[config.mk]
export PLATFORM = sky130hd
export DESIGN_NAME = pipe_stage_skid_reg
export DESIGN_NICKNAME = d
export VERILOG_FILES = /design/src/rtl/pipe_stage_skid_reg.sv
export SDC_FILE = /design/constraint.sdc
export NUM_CORES = 1
export LEC_CHECK = 0
export CORE_UTILIZATION = 60
export CTS_BUF_LIST = sky130_fd_sc_hd__clkbuf_4
export CTS_CLUSTER_DIAMETER = 50
export DETAILED_ROUTE_END_ITERATION = 8
export DONT_BUFFER_PORTS = 1
export HOLD_SLACK_MARGIN = 0.03
export PLACE_DENSITY_LB_ADDON = 0.12
export SLEW_MARGIN = 15
export SYNTH_ARGS = -nofsm -noshare
export SYNTH_HDL_FRONTEND = slang
export SYNTH_SLANG_ARGS = --single-unit
[constraint.sdc]
create_clock -name clk -period 10.25 [get_ports clk]
set_input_delay 2.5625 -clock clk [delete_from_list [all_inputs] [get_ports clk]]
set_output_delay 2.5625 -clock clk [all_outputs]
set_load 0.01 [all_outputs]
[src/rtl/pipe_stage_skid_reg.sv]
// rtl/pipe_stage_skid_reg.sv - valid/ready pipeline stage register with 2-entry skid buffer
// Optional stall/flush counters are built when PIPE_STAGE_PERF_CNT_EN is defined.
module pipe_stage_skid_reg #(
  parameter int CTRL_W = 10,
  parameter int DATA_W = 128,
  parameter int CNT_W  = 16
) (
  input  logic              clk,
  input  logic              reset,
  input  logic              flush,
  input  logic              in_valid,
  output logic              in_ready,
  input  logic [CTRL_W-1:0] in_ctrl,
  input  logic [DATA_W-1:0] in_data,
  output logic              out_valid,
  input  logic              out_ready,
  output logic [CTRL_W-1:0] out_ctrl,
  output logic [DATA_W-1:0] out_data,
  output logic [CNT_W-1:0]  stall_cnt,
  output logic [CNT_W-1:0]  flush_cnt
);

  // State bits are {m_v, s_v}.
  typedef enum logic [1:0] {
    EMPTY = 2'b00,
    ONE   = 2'b10,
    FULL  = 2'b11
  } state_t;

  state_t              state_q, state_d;
  logic                in_ready_q, in_ready_d;
  logic [CTRL_W-1:0]   m_ctrl_q, m_ctrl_d, s_ctrl_q, s_ctrl_d;
  logic [DATA_W-1:0]   m_data_q, m_data_d, s_data_q, s_data_d;

  logic m_v, s_v, accept, pop;

  assign m_v    = state_q[1];
  assign s_v    = state_q[0];
  assign accept = in_valid & in_ready_q & ~flush;
  assign pop    = m_v & out_ready;

  always_ff @(posedge clk or posedge reset) begin
    if (reset) begin
      state_q    <= EMPTY;
      in_ready_q <= 1'b1;
      m_ctrl_q   <= '0;
      s_ctrl_q   <= '0;
      m_data_q   <= '0;
      s_data_q   <= '0;
    end else begin
      state_q    <= state_d;
      in_ready_q <= in_ready_d;
      m_ctrl_q   <= m_ctrl_d;
      s_ctrl_q   <= s_ctrl_d;
      m_data_q   <= m_data_d;
      s_data_q   <= s_data_d;
    end
  end

  always_comb begin
    state_d  = state_q;
    m_ctrl_d = m_ctrl_q;
    s_ctrl_d = s_ctrl_q;
    m_data_d = m_data_q;
    s_data_d = s_data_q;
    if (flush) begin
      // Payload is kept; only control is killed so bubbles cannot write back.
      state_d  = EMPTY;
      m_ctrl_d = '0;
      s_ctrl_d = '0;
    end else begin
      unique case (state_q)
        ONE: begin
          if (accept && pop) begin
            m_ctrl_d = in_ctrl;
            m_data_d = in_data;
          end else if (accept) begin
            state_d  = FULL;
            s_ctrl_d = in_ctrl;
            s_data_d = in_data;
          end else if (pop) begin
            state_d  = EMPTY;
            m_ctrl_d = '0;
          end
        end
        FULL: begin
          if (pop) begin
            state_d  = ONE;
            m_ctrl_d = s_ctrl_q;
            m_data_d = s_data_q;
            s_ctrl_d = '0;
          end
        end
        default: begin
          if (accept) begin
            state_d  = ONE;
            m_ctrl_d = in_ctrl;
            m_data_d = in_data;
          end
        end
      endcase
    end
    in_ready_d = ~state_d[0];
  end

  assign in_ready  = in_ready_q;
  assign out_valid = m_v;
  assign out_ctrl  = m_ctrl_q & {CTRL_W{m_v}};
  assign out_data  = m_data_q;

`ifdef PIPE_STAGE_PERF_CNT_EN
  logic [CNT_W-1:0] stall_cnt_q, stall_cnt_d;
  logic [CNT_W-1:0] flush_cnt_q, flush_cnt_d;

  always_comb begin
    stall_cnt_d = stall_cnt_q;
    flush_cnt_d = flush_cnt_q;
    if (m_v && !out_ready && !flush && (stall_cnt_q != {CNT_W{1'b1}}))
      stall_cnt_d = stall_cnt_q + 1'b1;
    if (flush && (m_v || s_v) && (flush_cnt_q != {CNT_W{1'b1}}))
      flush_cnt_d = flush_cnt_q + 1'b1;
  end

  always_ff @(posedge clk or posedge reset) begin
    if (reset) begin
      stall_cnt_q <= '0;
      flush_cnt_q <= '0;
    end else begin
      stall_cnt_q <= stall_cnt_d;
      flush_cnt_q <= flush_cnt_d;
    end
  end

  assign stall_cnt = stall_cnt_q;
  assign flush_cnt = flush_cnt_q;
`else
  assign stall_cnt = '0;
  assign flush_cnt = '0;
`endif

endmodule

==> results.txt <==
Run status: finished, final reports clean
Final ANT Viol Nets: 0
Drt pass-1 iters: 4
Count of final hold-check violations: 0
HP Class: register to register
Die Wd: 149 um
Post-CTS sizing: 0
Seq cells post-synth: 279
Setup violators final: 0
All-Layer GR Usage: 0.238
Comb power frac: 0.157
Yosys cell types: 33
Setup CP Type: register to register
P_leak: 6.67 nW
CP peak stage delay: 1.01 ns
Chip height: 149 um
Largest net degree at the start of global routing: 156
Max Cap Viol: 0
Startpoint Class: register
Clock Power Share: 0.305
Synth Instances: 848
CP Data Required Time: 10.75 ns
CTS tree: built
Bufs on Longest Clock Path: 3
Number of flops mapped to enable cells by yosys: 0
Core area: 21,200 um2
Worst Skew: 0.0400 ns
Post-DR wirelength/cell: 21.7 um
Flop pwr share: 0.538
Antenna violations before repair: 1
Post-layout util: 0.656
Worst EP arrival: 5.09 ns
Nets: 1,019
Die area: 22,300 um2
CP max FO: 74
Worst-margin pin slew: 1.18 ns
Net Sw Frac: 0.272
Layout cells sized above 1: 0.433
CTS Hold Bufs: 0
Pwr dens: 220 nW/um2
DPL Wire Length: 16,700 um
Area grow syn2layout: 6.59%
Setup TNS: 0 ns
Int Pwr: 0.00222 W
H-tree depth: 3
Slowest cell on the critical path: dfrtp_1
Clock slew at the register clock pins of the worst setup and hold paths: 0.07 ns
DRT Wirelength: 26,100 um
Setup Fix Bufs, Post-CTS: 0
Synth Cell Area: 13,000 um2
Max-slew violation count: 0
I/O Pins: 315
Final GP Congestion: 0.785
Async S/R FF share, synth: 1.00
Grt ovf: 0
RSZ-0062 raised after global routing: no
Crit-path most repeated cell: buf_4
Worst vdd ir: 0.125 mV
DR vias: 6,838
Starting Density: 0.615
Clock root buffer: clkbuf_4
Register area share after synthesis: 0.536
Final Critical Period: 4.60 ns
Via count of the first global-routing pass: 7,587
CTS Buf Count: 72
Main flop type after synthesis: dfrtp_1
DR vias/cell: 5.71
Rel. slew slack: 0.210
Avg Cell Area, Syn: 15.4 um2
Switching Power: 0.000831 W
YS warnings: 0
Most frequent cells in the layout: dfrtp_1, mux2_2, mux2_4, clkbuf_4, mux2_1
# rows: 53
I/O Buffers: 0
Crit end category: register
DR DRC count: 0
Filler cells: 1,497
Final Cycle Share: 0.448
CTS Sinks: 279
F_max: 218 MHz
First-pass GRT wire length: 41,100 um
Critical Path, Cell by Cell: nand2_4, a221oi_4, buf_4, buf_4, mux2_2
Commonest non-fill, non-tap cell in the layout: dfrtp_1
Iter 0 DRT Violations: 234
Worst-Skew Late Latency: 0.65 ns
## state kept, by name, summed over array words and instances, names as in the netlist
| register | flops |
|---|---|
| s_ctrl_q | 10 |
| s_data_q | 128 |
| m_ctrl_q | 10 |
| out_data | 128 |
| state_q | 2 |
| in_ready | 1 |
## path summary, 6_finish.rpt
check / startpoint / end / depth (start not counted) / slack [ns]
worst max-delay path: state_q[1]$_DFFE_PP0P_ / out_data[64]$_DFFE_PP0P_ / 5 / 5.65
worst min-delay path: m_ctrl_q[1]$_DFFE_PP0P_ / m_ctrl_q[1]$_DFFE_PP0P_ / 1 / 0.48
worst max register to register: state_q[1]$_DFFE_PP0P_ / out_data[64]$_DFFE_PP0P_ / 5 / 5.65
worst min register to register: m_ctrl_q[1]$_DFFE_PP0P_ / m_ctrl_q[1]$_DFFE_PP0P_ / 1 / 0.48
max in group asynchronous: reset / out_data[50]$_DFFE_PP0P_ / 2 / 6.71
min in group asynchronous: reset / out_data[16]$_DFFE_PP0P_ / 1 / 2.01
## Yosys cell counts, types with 2 or more instances
master,instances,share of area
nand2_1,3,0.00086
mux2_1,108,0.093
o21ai_0,2,0.00077
and3_1,9,0.0043
nand2b_1,2,0.00096
nor3_1,9,0.0035
buf_2,23,0.0088
mux2_2,156,0.13
o2bb2ai_1,9,0.0061
buf_6,14,0.012
buf_4,36,0.021
nor2b_1,9,0.0043
dfrtp_1,278,0.53
o31a_1,9,0.0061
inv_1,12,0.0035
mux2_4,120,0.14
and2_1,11,0.0053
o21a_1,2,0.0012
clkbuf_1,11,0.0032
mux2i_1,10,0.0077
a21oi_1,3,0.0012
## area by class of cell
type,instances,area [um2],area share
flip-flops and latches,279,6980,0.503
multi-input cells,503,5540,0.399
inverters,13,52.6,0.00379
clock buffers,109,818,0.0590
clock inverters,11,67.6,0.00487
diodes,1,2.50,0.000180
well taps,275,344,0.0248
repair buffers,7,65.1,0.00469
## worst max-delay path, delay by kind of cell, from the launching register on
| family | cells | cell delay [ns] |
|---|---|---|
| buffers and inverters | 2 | 1.52 |
| AND/OR/NAND/NOR | 1 | 0.82 |
| flip-flops | 1 | 1.01 |
| multiplexers | 1 | 0.42 |
| AO/OA/AOI/OAI | 1 | 0.50 |
## routing by layer
metal / share of wire / GRT usage / up-vias
met3: 0.11 / 0.111 / 57
met4: 0.036 / 0.118 / 0
met2: 0.47 / 0.364 / 277
met5: 0 / 0 / -
li1: - / - / 3039
met1: 0.38 / 0.282 / 3465
## cell families (layout without fill, tap and decap cells)
logic type	count (synthesis)	in the layout	share of synthesized area
multiplexers	394	394	0.374
flip-flops	279	279	0.536
buffers and inverters	97	140	0.0486
AND/OR/NAND/NOR	47	47	0.0218
AO/OA/AOI/OAI	30	30	0.0184
other	1	33	0.000288
## through the flow
step           power, W  cells  setup WS [ns]  instance area, um2  hold slack (ns)
5_1_grt         0.00322   1198           5.33               13900            0.512
4_1_cts         0.00309   1197           5.62               13900            0.485
3_5_place_dp    0.00214   1077           5.09               13000            0.468
2_1_floorplan   0.00202    879           3.99               13100            0.448
3_3_place_gp    0.00210   1077           5.17               13000            0.463
6_report        0.00305   1198           5.65               13900            0.477
## power by group through the flow
stage / sequential [W] / clock (W) / combinational (W)
global placement: 0.00164 / 0 / 0.000457
finish: 0.00164 / 0.000930 / 0.000478
CTS: 0.00164 / 0.000964 / 0.000486
detailed placement: 0.00166 / 0 / 0.000483
global route: 0.00167 / 0.00102 / 0.000523
floorplan: 0.00158 / 0 / 0.000441
(Power assumes the default switching activity.)
